<file path="src/rtl/ahb_apb3_bridge_pkg.sv">
// Shared types and encodings for the AHB-Lite to APB3 bridge.
// Holds the bridge state enum, HTRANS/HRESP codes and small helpers.
package ahb_apb3_bridge_pkg;

  // state     | meaning
  // ST_IDLE   | no transfer in flight, zero-wait OKAY to the AHB side
  // ST_LATCH  | address/control latched, write data captured this cycle
  // ST_SETUP  | APB setup phase, PSEL[slot]=1, PENABLE=0
  // ST_ACCESS | APB access phase, waiting for PREADY[slot]
  // ST_ERR1   | first ERROR response cycle, HREADYOUT=0
  // ST_ERR2   | second ERROR response cycle, HREADYOUT=1, may accept
  typedef enum logic [2:0] {
    ST_IDLE   = 3'd0,
    ST_LATCH  = 3'd1,
    ST_SETUP  = 3'd2,
    ST_ACCESS = 3'd3,
    ST_ERR1   = 3'd4,
    ST_ERR2   = 3'd5
  } bridge_state_e;

  localparam logic [1:0] HTRANS_IDLE   = 2'b00;
  localparam logic [1:0] HTRANS_BUSY   = 2'b01;
  localparam logic [1:0] HTRANS_NONSEQ = 2'b10;
  localparam logic [1:0] HTRANS_SEQ    = 2'b11;

  localparam logic [1:0] HRESP_OKAY  = 2'b00;
  localparam logic [1:0] HRESP_ERROR = 2'b01;

  // Slot index width; a single-slot bridge still carries a 1-bit index.
  function automatic int slot_width(input int nslots);
    return (nslots > 1) ? $clog2(nslots) : 1;
  endfunction

  // NONSEQ and SEQ start real transfers; IDLE and BUSY never do.
  function automatic logic htrans_active(input logic [1:0] htrans);
    logic active;
    active = 1'b0;
    case (htrans)
      HTRANS_NONSEQ, HTRANS_SEQ: active = 1'b1;
      HTRANS_IDLE, HTRANS_BUSY:  active = 1'b0;
    endcase
    return active;
  endfunction

endpackage

</file>
<file path="src/rtl/ahb_apb3_bridge_nx_apb_slot_mux.sv">
// Per-slot APB3 return selector: picks PRDATA/PREADY/PSLVERR of the
// currently addressed slot; all other slots are ignored.
module apb_slot_mux
  import ahb_apb3_bridge_pkg::*;
#(
  parameter int NSLOTS = 16,
  parameter int SLOT_W = slot_width(NSLOTS)
) (
  input  logic [SLOT_W-1:0]      slot_i,
  input  logic [32*NSLOTS-1:0]   prdata_i,
  input  logic [NSLOTS-1:0]      pready_i,
  input  logic [NSLOTS-1:0]      pslverr_i,
  output logic [31:0]            prdata_o,
  output logic                   pready_o,
  output logic                   pslverr_o
);

  // Combinational slot select.
  always_comb begin
    prdata_o  = '0;
    pready_o  = 1'b0;
    pslverr_o = 1'b0;
    for (int k = 0; k < NSLOTS; k++) begin
      if (int'(slot_i) == k) begin
        prdata_o  = prdata_i[32*k +: 32];
        pready_o  = pready_i[k];
        pslverr_o = pslverr_i[k];
      end
    end
  end

endmodule

</file>
<file path="src/rtl/ahb_apb3_bridge_nx.sv">
// AHB-Lite slave to APB3 master bridge with up to 16 one-hot APB slots.
// Optional PREADY timeout: define BRIDGE_PTIMEOUT_EN to abort an ACCESS
// phase with an ERROR response after TIMEOUT wait cycles.
//
// state     | meaning
// ST_IDLE   | ready for a transfer, zero-wait OKAY
// ST_LATCH  | address latched, HWDATA captured on writes
// ST_SETUP  | APB setup phase
// ST_ACCESS | APB access phase, waits for PREADY[slot]
// ST_ERR1   | ERROR response, first cycle (HREADYOUT=0)
// ST_ERR2   | ERROR response, second cycle (HREADYOUT=1)
module ahb_apb3_bridge_nx
  import ahb_apb3_bridge_pkg::*;
#(
  parameter int ADDR_W   = 24,
  parameter int NSLOTS   = 16,
  parameter int SLOT_LSB = 20,
  parameter int TIMEOUT  = 255
) (
  input  logic                  HCLK,
  input  logic                  HRESETN,
  input  logic                  HSEL,
  input  logic [ADDR_W-1:0]     HADDR,
  input  logic [1:0]            HTRANS,
  input  logic                  HWRITE,
  input  logic [31:0]           HWDATA,
  input  logic                  HREADY,
  output logic [31:0]           HRDATA,
  output logic                  HREADYOUT,
  output logic [1:0]            HRESP,
  output logic [ADDR_W-1:0]     PADDR,
  output logic [NSLOTS-1:0]     PSEL,
  output logic                  PENABLE,
  output logic                  PWRITE,
  output logic [31:0]           PWDATA,
  input  logic [32*NSLOTS-1:0]  PRDATA,
  input  logic [NSLOTS-1:0]     PREADY,
  input  logic [NSLOTS-1:0]     PSLVERR
);

  localparam int SLOT_W = slot_width(NSLOTS);

  generate
    if (ADDR_W < 12 || ADDR_W > 32 || NSLOTS < 1 || NSLOTS > 16 ||
        (NSLOTS & (NSLOTS - 1)) != 0 || TIMEOUT < 1 || TIMEOUT > 255 ||
        (NSLOTS > 1 && SLOT_LSB + $clog2(NSLOTS) > ADDR_W)) begin : g_bad_param
      $error("ahb_apb3_bridge_nx: illegal parameter combination");
    end
  endgenerate

  bridge_state_e         state_q;
  logic [SLOT_W-1:0]     slot_q;
  logic [ADDR_W-1:0]     paddr_q;
  logic [NSLOTS-1:0]     psel_q;
  logic                  penable_q;
  logic                  pwrite_q;
  logic [31:0]           pwdata_q;
  logic [31:0]           hrdata_q;
  logic                  hreadyout_q;
  logic [1:0]            hresp_q;

`ifdef BRIDGE_PTIMEOUT_EN
  localparam logic [7:0] TIMEOUT_CNT = 8'(TIMEOUT);
  logic [7:0]            tmo_cnt_q;
`endif

  logic [SLOT_W-1:0]     haddr_slot;
  logic [NSLOTS-1:0]     slot_onehot;
  logic                  accept;
  logic [31:0]           sel_prdata;
  logic                  sel_pready;
  logic                  sel_pslverr;

  generate
    if (NSLOTS > 1) begin : g_slot
      assign haddr_slot = HADDR[SLOT_LSB +: SLOT_W];
    end else begin : g_noslot
      assign haddr_slot = '0;
    end
  endgenerate

  assign accept = HSEL & HREADY & htrans_active(HTRANS);

  // One-hot PSEL pattern for the latched slot.
  always_comb begin
    slot_onehot = '0;
    for (int k = 0; k < NSLOTS; k++) begin
      if (int'(slot_q) == k) slot_onehot[k] = 1'b1;
    end
  end

  apb_slot_mux #(
    .NSLOTS (NSLOTS),
    .SLOT_W (SLOT_W)
  ) u_slot_mux (
    .slot_i    (slot_q),
    .prdata_i  (PRDATA),
    .pready_i  (PREADY),
    .pslverr_i (PSLVERR),
    .prdata_o  (sel_prdata),
    .pready_o  (sel_pready),
    .pslverr_o (sel_pslverr)
  );

  // Bridge FSM; every output is a register updated on the state transition.
  always_ff @(posedge HCLK or negedge HRESETN) begin
    if (!HRESETN) begin
      state_q     <= ST_IDLE;
      slot_q      <= '0;
      paddr_q     <= '0;
      psel_q      <= '0;
      penable_q   <= 1'b0;
      pwrite_q    <= 1'b0;
      pwdata_q    <= '0;
      hrdata_q    <= '0;
      hreadyout_q <= 1'b1;
      hresp_q     <= HRESP_OKAY;
`ifdef BRIDGE_PTIMEOUT_EN
      tmo_cnt_q   <= '0;
`endif
    end else begin
      case (state_q)
        ST_IDLE, ST_ERR2: begin
          hresp_q <= HRESP_OKAY;
          if (accept) begin
            state_q     <= ST_LATCH;
            hreadyout_q <= 1'b0;
            paddr_q     <= HADDR;
            pwrite_q    <= HWRITE;
            slot_q      <= haddr_slot;
          end else begin
            state_q     <= ST_IDLE;
            hreadyout_q <= 1'b1;
          end
        end
        ST_LATCH: begin
          state_q <= ST_SETUP;
          psel_q  <= slot_onehot;
          if (pwrite_q) pwdata_q <= HWDATA;
        end
        ST_SETUP: begin
          state_q   <= ST_ACCESS;
          penable_q <= 1'b1;
`ifdef BRIDGE_PTIMEOUT_EN
          tmo_cnt_q <= '0;
`endif
        end
        ST_ACCESS: begin
          if (sel_pready) begin
            psel_q    <= '0;
            penable_q <= 1'b0;
            if (sel_pslverr) begin
              state_q <= ST_ERR1;
              hresp_q <= HRESP_ERROR;
            end else begin
              state_q     <= ST_IDLE;
              hreadyout_q <= 1'b1;
              if (!pwrite_q) hrdata_q <= sel_prdata;
            end
          end
`ifdef BRIDGE_PTIMEOUT_EN
          else if (tmo_cnt_q + 8'd1 == TIMEOUT_CNT) begin
            state_q   <= ST_ERR1;
            psel_q    <= '0;
            penable_q <= 1'b0;
            hresp_q   <= HRESP_ERROR;
          end else begin
            tmo_cnt_q <= tmo_cnt_q + 8'd1;
          end
`endif
        end
        ST_ERR1: begin
          state_q     <= ST_ERR2;
          hreadyout_q <= 1'b1;
        end
        default: begin
          state_q     <= ST_IDLE;
          psel_q      <= '0;
          penable_q   <= 1'b0;
          hreadyout_q <= 1'b1;
          hresp_q     <= HRESP_OKAY;
        end
      endcase
    end
  end

  assign HRDATA    = hrdata_q;
  assign HREADYOUT = hreadyout_q;
  assign HRESP     = hresp_q;
  assign PADDR     = paddr_q;
  assign PSEL      = psel_q;
  assign PENABLE   = penable_q;
  assign PWRITE    = pwrite_q;
  assign PWDATA    = pwdata_q;

endmodule

</file>
<file path="config.mk">
export PLATFORM = sky130hd
export DESIGN_NAME = ahb_apb3_bridge_nx
export DESIGN_NICKNAME = d
export VERILOG_FILES = /design/src/rtl/ahb_apb3_bridge_pkg.sv /design/src/rtl/ahb_apb3_bridge_nx_apb_slot_mux.sv /design/src/rtl/ahb_apb3_bridge_nx.sv
export SDC_FILE = /design/constraint.sdc
export NUM_CORES = 1
export LEC_CHECK = 0
export ABC_AREA = 1
export BUFFER_PORTS_ARGS = -buffer_cell sky130_fd_sc_hd__buf_2
export CAP_MARGIN = 5
export CORE_AREA = 2 2 282 284
export CTS_BUF_LIST = sky130_fd_sc_hd__clkbuf_8 sky130_fd_sc_hd__clkbuf_16
export DETAILED_ROUTE_END_ITERATION = 8
export DIE_AREA = 0 0 284 286
export PLACE_DENSITY_LB_ADDON = 0.3
export RECOVER_POWER = 100
export SLEW_MARGIN = 25
export SYNTH_ARGS = -nofsm -noshare
export SYNTH_HDL_FRONTEND = slang
export SYNTH_SLANG_ARGS = --single-unit
</file>
<file path="constraint.sdc">
create_clock -name HCLK -period 2.8 [get_ports HCLK]
set_input_delay 0.14 -clock HCLK [delete_from_list [all_inputs] [get_ports HCLK]]
set_output_delay 0.14 -clock HCLK [all_outputs]
set_load 0.02 [all_outputs]
</file>
### Yosys cells after proc, flatten, opt, wreduce, memory -nomap -nowiden

Index checks and enable logic that the tools add are counted.

| storage, ports and cells | value |
|---|---|
| RAM bits | 0 |
| latch bits | 0 |
| flip-flop bits (word level) | 116 |
| memories | 0 |
| memory bits (read-only) | 0 |
| output and inout port bits | 109 |

| operators by class | value |
|---|---|
| bitwise logic cells | 8 |
| shift-type cells | 0 |
| add/subtract/negate cells | 0 |
| mux-type cells | 80 |
| reduce and logical (&&, ||, !) cells | 17 |
| equal/unequal tests | 26 |
| div/mod/pow operators | 0 |
| magnitude comparators | 0 |
| multiply operators | 0 |

Operators by type and width:

| kind | count |
|---|---|
| $mux 32 | 16 |
| $mux 1 | 53 |
| $pmux 16 s3 | 1 |
| $eq 4x4->1 const B | 8 |
| $eq 4x3->1 const B | 4 |
| $mux 16 | 1 |
| $pmux 3 s5 | 1 |
| $eq 4x2->1 const B | 2 |
| $reduce_and 2->1 | 4 |
| $reduce_or 2->1 | 4 |
| $reduce_or 4->1 | 2 |
| $eq 3x2->1 const B | 2 |
| $eq 3x3->1 const B | 2 |
| $mux 3 | 2 |
| $ne 2x2->1 const B | 3 |
| $not 1->1 | 6 |
| $pmux 1 s3 | 2 |
| $reduce_and 3->1 | 2 |
| $eq 2x2->1 const B | 2 |
| $eq 4x1->1 const B | 1 |
| $logic_not 4->1 | 1 |
| $mux 2 | 2 |
| $pmux 2 s2 | 1 |
| $reduce_and 4->1 | 1 |
| 7 further kinds | 8 |

### Logic depth before layout (Yosys ltp)

Gate-level depths: netlist (run 1).

| logic depth | value |
|---|---|
| depth after elaboration | 20 |
| depth in mapped cells | 19 |
| mapped depth without buffers | 18 |

### By module

Synthesis (run 1) repeated with hierarchy kept, for this count alone.

| unflattened totals | value |
|---|---|
| cells, all modules | 1537 |
| area total of the unflattened synthesis | 8958.6 µm² |

By module, submodules not included:

| module | sequential area each (µm²) | area each (µm²) | cells an instance | times used |
|---|---|---|---|---|
| apb_slot_mux | 0.0 | 4480.5 | 1030 | 1 |
| ahb_apb3_bridge_nx | 2778.9 | 4478.0 | 507 | 1 |

### Worst setup path after synthesis (run 1)

Ideal clock, no wire load.

| timing | value |
|---|---|
| kind | register -> register |
| from | reg slot_q[1] |
| to | reg hrdata_q[10] (netlist: HRDATA[10]) |
| period minus slack after synthesis | 2.286 ns |
| stages on the path, launching flop included | 17 |
| data required time | 2.683 ns |
| slack | 0.514 ns |
| library setup time | 0.117 ns |
| arrival | 2.169 ns |
| path buffers | 1 |
| cell sequence | dfrtp_1 -> inv_2 -> nand2_1 -> nor2_4 -> inv_2 -> or2_0 -> nand2_1 -> nand3_1 -> nand2_1 -> nand4_1 -> nor2_1 -> nand4_1 -> nor2_2 -> nand2_1 -> buf_2 -> nand2_1 -> nand2_1 |

| between the ends | value |
|---|---|
| word-level cells in the longest chain between the ends | 19 |
| elaborated cells on any way between the ends | 66 |

Ends and longest elaborated chain:

| what | RTL line | text |
|---|---|---|
| from (decl) | ahb_apb3_bridge_nx.sv:52 | `logic [SLOT_W-1:0] slot_q;` |
| from (signal assigned) | ahb_apb3_bridge_nx.sv:130 | `slot_q <= haddr_slot;` |
| $logic_not 4->1 | ahb_apb3_bridge_nx_apb_slot_mux.sv:24 | `if (int'(slot_i) == k) begin` |
| $mux 1 (16 in series) | ahb_apb3_bridge_nx_apb_slot_mux.sv:24 |  |
| $not 1->1 (no line) | - |  |
| $reduce_and 4->1 (no line) | - |  |
| to (signal assigned) | ahb_apb3_bridge_nx.sv:158 | `if (!pwrite_q) hrdata_q <= sel_prdata;` |
| to (decl) | ahb_apb3_bridge_nx.sv:58 | `logic [31:0] hrdata_q;` |

Several ways; a longest one is shown, not always the timed one.
A chain may end at the register's enable or synchronous reset.

### Worst setup path in the final report (run 1)

| timing | value |
|---|---|
| from | reg slot_q[1] |
| to | reg hrdata_q[13] (netlist: HRDATA[13]) |

Same word-level chain as after synthesis.

==> results of run 1 <==
==> logic make-up after synthesis <==
group | count (synthesis) | share of synthesized area [%]
and+or+nand+nor | 944 | 47.3
muxes | 52 | 6.91
other | 1 | 0.0443
DFF | 111 | 32.8
buffers and inverters | 180 | 8.17
AOI/OAI and AO/OA | 81 | 4.79
==> cell type report <==
type,instances,area [sq um]
Antenna cell,4,10.0
Clock buffer,10,239
Inverter,112,423
Timing Repair Buffer,878,5060
Clock inverter,6,75.1
Sequential cell,111,2780
Multi-Input combinational cell,1078,5220
Fill cell,9249,63200
Tap cell,1050,1310
==> critical path, stage by stage (launching register included) <==
cell	delay (ps)
dfrtp_2	460
inv_4	100
nand2_4	80
nor2_4	130
inv_2	60
or2_0	190
nand2_1	70
nand3_2	60
nand2_2	90
nand4_1	330
nor2_1	200
nand4_1	170
nor2_4	210
nand2_4	120
clkbuf_16	200
nand2_1	60
nand2_1	50
==> power by group <==
group	total [mW]	internal [mW]	switching, mW
sequential	2.63	2.26	0.369
combinational	8.86	3.16	5.70
clock	1.49	0.737	0.754
total	13.0	6.16	6.82
==> state kept, by name, indices dropped and copies added (netlist names) <==
name,count
PWDATA,32
HRDATA,32
PADDR,20
PSEL,16
HRESP,1
PWRITE,1
slot_q,4
state_q,3
HREADYOUT,1
PENABLE,1
==> worst max path at each step <==
stage / from / slack, ps / endpoint
CTS: slot_q[0]$_DFFE_PN0P_ / 40 / HRDATA[12]$_DFFE_PN0P_
global placement: slot_q[0]$_DFFE_PN0P_ / -8 / HRDATA[12]$_DFFE_PN0P_
floorplan: slot_q[1]$_DFFE_PN0P_ / 510 / HRDATA[10]$_DFFE_PN0P_
finish: slot_q[1]$_DFFE_PN0P_ / 60 / HRDATA[13]$_DFFE_PN0P_
global route: slot_q[0]$_DFFE_PN0P_ / -60 / HRDATA[31]$_DFFE_PN0P_
detailed placement: slot_q[0]$_DFFE_PN0P_ / -20 / HRDATA[12]$_DFFE_PN0P_
==> Yosys cell counts <==
cell type	instances
conb_1	1
nand2_1	567
or2_0	2
nor2_1	141
or2_1	1
buf_1	5
nand4_1	82
dfstp_2	1
inv_2	5
o21ai_1	4
nor3_1	11
nor2_4	1
mux2_2	52
inv_1	107
nand4_2	1
nor2_2	2
buf_2	10
dfrtp_1	110
or2_2	33
nand3_1	103
a21oi_1	61
clkbuf_1	52
o21ai_0	16
buf_4	1
==> stage by stage <==
stage,setup slack (ps),TNS (ps),power [mW],std cells
floorplan,514,0,6.76,1369
global placement,-8.04,-8.04,11.6,3162
detailed placement,-24.5,-34.3,11.6,3162
CTS,40.5,0,13.2,3235
global route,-62.7,-1080,14.1,3248
finish,62.4,0,13.0,3249
==> layer usage <==
metal / wire, microns / vias to the layer above
li1: - / 6015
met1: 27800 / 5561
met2: 30400 / 521
met3: 4440 / 69
met4: 1450 / 12
met5: 78 / -
==> repair_timing <==
| item | 4_1_cts | 5_1_grt |
|---|---|---|
| endpoints found under the hold margin | 113 | 0 |
| hold buffers | 56 | 0 |
| endpoints found under the setup margin | 2 | 33 |
| cloned | 0 | 3 |
| buffers inserted | 1 | 7 |
| pin swaps | 0 | 16 |
| gates resized for setup | 1 | 49 |
==> cell usage in the layout (no fill, tap or decap), types with 2 or more instances in the layout <==
master | synthesis | layout
nand4_1 | 82 | 82
dfrtp_1 | 110 | 109
nor2_2 | 2 | 6
nand3_1 | 103 | 102
o21ai_1 | 4 | 4
buf_4 | 1 | 84
or2_2 | 33 | 33
nand2_2 | 0 | 21
diode_2 | 0 | 4
dlygate4sd3_1 | 0 | 56
or2_0 | 2 | 2
o21ai_0 | 16 | 16
buf_2 | 10 | 611
nor3_1 | 11 | 11
clkbuf_1 | 52 | 103
clkbuf_16 | 0 | 11
nand2_1 | 567 | 541
inv_2 | 5 | 7
nor2_4 | 1 | 16
nand2_4 | 0 | 5
inv_6 | 0 | 2
inv_1 | 107 | 104
a21oi_1 | 61 | 60
nor2_1 | 141 | 122
buf_12 | 0 | 15
buf_6 | 0 | 6
mux2_2 | 52 | 52
==> results.cfg, run 1 <==
[run_status]
status = complete, but fails checks
violations = max-capacitance violations, max-slew violations

[power]
peakVddDrop_v = 0.000307
p_per_area_nw_per_um2 = 859
p_leak_nw = 7.68

[route]
final_antenna_net_count = 0
via_count = 12200
drt_iter0_drc = 587
wl_per_cell_microns = 19.8
drc = 0
firstDrtPassIters = 5
totalWireLength_microns = 64200
viasPerCell = 3.75

[clocking]
cts_tree = built
clock_latency_ps = 400
clk_pin_slew_ps = 100
cts-buffers-inserted = 9
cts_sinks = 111
clock_path_buffers = 2
clock-root-buffer = clkbuf_16
cts_htree_levels = 3

[grt]
grt.busiest_layer = met2
grt-ovfl-total = 0
use_met3_pct = 3.67
antenna_found_initial = 18
grt_pass1_wl_microns = 87500
grt_pass1_vias = 12500
grt_use_met1_pct = 19.0
use_met2_pct = 25.4
grt_max_degree = 63
grt_util_all_layers_pct = 15.0

[floorplanning]
rows = 103
die_w_microns = 284
dieArea_sq_um = 81200
coreArea_sq_um = 78400
start_util_pct = 10.8
ios = 716
die_y_microns = 286

[place]
post-dp-hpwl_microns = 53700
io_buffer_count = 713
gp_congestion = 0.897
postPlaceCellArea_sq_um = 14100

[cells_and_area]
final_area_sq_um = 15100
syn_to_final_growth_pct = 78.5
final_net_count = 2797
fin_util_pct = 19.3
drive_gt1_share_pct = 40.1

[timing]
max_clock_freq_mhz = 365
finalHoldViolations = 0
finalSetupViolations = 0
maxSlewHeadroom_pct = -15.8
period_needed_ps = 2740
rsz0062_at_grt = true
fin_skew_ps = 23.6
holdWs_ps = 53.5
tightest_slew_ps = 1740
slew_viol_final = 62
finalCritPeriodShare_pct = 97.8

[setup_path]
rr_worst_depth = 16
r2r_setup_slack_ps = 60
start_kind = register
r2r_end = HRDATA[13]$_DFFE_PN0P_
cp.arrival_ps = 3020
critPathRequiredTime_ps = 3080
end_kind = register
timing.rr.start = slot_q[1]$_DFFE_PN0P_
crit_type = reg2reg
worstPathMaxFanout = 8

[synthesis]
yosys_warnings = 0
synthCells = 1369
netlist_area_sq_um = 8470
post_synth.cell_area_avg_sq_um = 6.19
syn-num-nets = 1976
synth-seq-area-share_pct = 32.8
synth.distinct_cells = 24
ys_top_cells_by_area = dfrtp_1, nand2_1, mux2_2, nor2_1, nand3_1
synth_top_area_share_pct = 32.5
synth_area_leader_cell = dfrtp_1
ys_ff_latch = 111

[hold_path]
holdPathStages = 3
min_to = slot_q[0]$_DFFE_PN0P_
min_from = HADDR[20]
hold_path_class = in2reg

[job]
cap_violations = 1
No activity file was read; power rests on OpenSTA's default activity.
==> inputs of run 2 (changes only) <==
CELL_PAD_IN_SITES_DETAIL_PLACEMENT = 2   (was unset)
CELL_PAD_IN_SITES_GLOBAL_PLACEMENT = 2   (was unset)
CORE_AREA = 2 2 278 280   (was 2 2 282 284)
DIE_AREA = 0 0 280 282   (was 0 0 284 286)
==> run 2 against run 1 <==
  * The flow still finishes with violations (max-capacitance violations, max-slew violations)
  * Critical path depth did not move
  * Sequential cell count did not move
  * Routed wire length rose by 10%
  * Sequential share of layout area rose by 0.69 points
  * Power fell by 3.3%
  * First-iteration DRC count fell by 32%
  * Register-to-register slack improved by 170 ps
  * Setup slack improved by 170 ps
  * Final area fell by 3.6%
  * Die area fell by 2.8%
  * Global-route usage rose by 2.2 points
  * Fmax rose by 6.5%
  * Critical path type unchanged
  * Critical endpoint is now HRDATA[31]$_DFFE_PN0P_
==> results.cfg, run 2 (same netlist as run 1, synthesis figures left out) <==
[power]
swShare_pct = 54.3
internal_power_mw = 5.74
p_per_area_nw_per_um2 = 862
pwr-share-comb_pct = 67.1
p_leak_nw = 7.44
p_seq_share_pct = 21.1
clock_power_share_pct = 11.8
peakVddDrop_v = 0.000319
net-switching-power_mw = 6.82

[place]
dp.cells = 3062
post-dp-hpwl_microns = 58800
gp_congestion = 0.859
io_buffer_count = 713
pre_cts_ws_ps = -77.9

[grt]
grt_pass1_wl_microns = 98100
grt_util_all_layers_pct = 17.2
grt_pass1_vias = 14100
grt-ovfl-total = 0
grt_max_degree = 63
antenna_found_initial = 16

[cells_and_area]
syn_to_final_growth_pct = 72.1
final_common_cell = buf_2
multiInputGateArea_sq_um = 5170
drive_gt1_share_pct = 38.3
final_net_count = 2763
fin_util_pct = 19.3
fin_cells = 3149
nFillCells = 9268
mostFrequentLayoutCells = buf_2, nand2_1, nor2_1
final-seq-area_sq_um = 2780

[timing]
tightest_slew_ps = 1750
finalCritPeriodShare_pct = 91.8
finalSetupViolations = 0
max_clock_freq_mhz = 389
slew_viol_final = 63
maxSlewHeadroom_pct = -16.5
period_needed_ps = 2570
finalHoldViolations = 0
fin_skew_ps = 13.0
holdWs_ps = 31.1
fin_ws_ps = 230
tns_ps = 0

[route]
drc = 0
wl_per_cell_microns = 22.5
firstDrtPassIters = 4
drt_iter0_drc = 401
viasPerCell = 3.95
via_count = 12400
final_antenna_net_count = 0
totalWireLength_microns = 70800

[hold_path]
min_from = HADDR[22]
min_to = slot_q[2]$_DFFE_PN0P_
hold_path_class = in2reg
holdPathStages = 3

[floorplanning]
start_util_pct = 11.2
die_w_microns = 280
ios = 716
rows = 101
coreArea_sq_um = 75700
die_y_microns = 282
dieArea_sq_um = 79000

[run_status]
violations = max-capacitance violations, max-slew violations
status = complete, but fails checks

[clocking]
cts_sinks = 111
clk_pin_slew_ps = 90
cts_htree_levels = 3
cts-buffers-inserted = 9
clock_path_buffers = 2
clock-root-buffer = clkbuf_16
cts_tree = built
clock_latency_ps = 400

[setup_path]
worstPathMaxFanout = 16
start_kind = register
end_kind = register
rr_worst_depth = 16
cp.arrival_ps = 2920
crit_type = reg2reg
timing.rr.start = slot_q[0]$_DFFE_PN0P_
r2r_setup_slack_ps = 230
r2r_end = HRDATA[31]$_DFFE_PN0P_
critPathRequiredTime_ps = 3150

[job]
cap_violations = 1
run 2: per-stage QoR:
stage                     total power [mW]  instance area, sq um
final                                 12.6                 14600
after global routing                  13.6                 14600
after CTS                             12.9                 14600
after detailed placement              11.3                 13700
after global placement                11.1                 13700
after floorplan                       6.76                  8470
run 2: cell type report:
| cell class | instances | share of cell area [%] |
|---|---|---|
| Antenna cell | 10 | 0.172 |
| Multi-Input combinational cell | 1079 | 35.5 |
| Timing Repair Buffer | 843 | 31.9 |
| Clock inverter | 6 | 0.464 |
| Inverter | 112 | 2.88 |
| Tap cell | 978 | 8.40 |
| Clock buffer | 10 | 1.64 |
| Sequential cell | 111 | 19.1 |
run 2: power groups by stage:
stage / combinational, mW / clock (mW) / sequential, mW
finish: 8.42 / 1.48 / 2.65
global route: 9.31 / 1.59 / 2.74
CTS: 8.73 / 1.58 / 2.63
detailed placement: 8.60 / 0 / 2.65
global placement: 8.49 / 0 / 2.61
floorplan: 3.37 / 0 / 3.39
run 2: timing repair:
| item | 4_1_cts | 5_1_grt |
|---|---|---|
| hold endpoints to repair | 111 | 0 |
| hold buffers | 53 | 0 |
| setup buffers | 2 | 4 |
| pin swaps | 1 | 3 |
| gates cloned | 1 | 1 |
| resized for setup | 4 | 24 |
| endpoints found under the setup margin | 43 | 49 |
run 2: metal layers:
layer / vias to the layer above / wire (microns) / GRT usage [%]
li1: 5943 / - / -
met1: 6052 / 30200 / 21.6
met2: 363 / 36100 / 30.5
met3: 76 / 3120 / 2.63
met4: 12 / 1220 / 4.42
met5: - / 76 / 0
run 2: worst max-delay path: stages (launching register included):
cell and delay, ps:
dfrtp_2 470, inv_2 120, nand2_2 110, buf_4 190, nor2_4 140, inv_1 130, or2_1 230, nand2_1 80
nand3_2 150, nand2_2 140, nand3_1 120, nand2_1 110, inv_2 60, nand2_2 110, buf_6 220, nand2_1 80
nand2_1 70
run 2: how the worst max path moves through the flow:
stage	startpoint	endpoint	slack [ps]
6_report	slot_q[0]$_DFFE_PN0P_	HRDATA[31]$_DFFE_PN0P_	230
5_1_grt	slot_q[2]$_DFFE_PN0P_	HRDATA[24]$_DFFE_PN0P_	-2
4_1_cts	slot_q[0]$_DFFE_PN0P_	HRDATA[30]$_DFFE_PN0P_	10
3_5_place_dp	slot_q[0]$_DFFE_PN0P_	HRDATA[19]$_DFFE_PN0P_	-80
3_3_place_gp	slot_q[0]$_DFFE_PN0P_	HRDATA[19]$_DFFE_PN0P_	-20
2_1_floorplan	slot_q[1]$_DFFE_PN0P_	HRDATA[10]$_DFFE_PN0P_	510
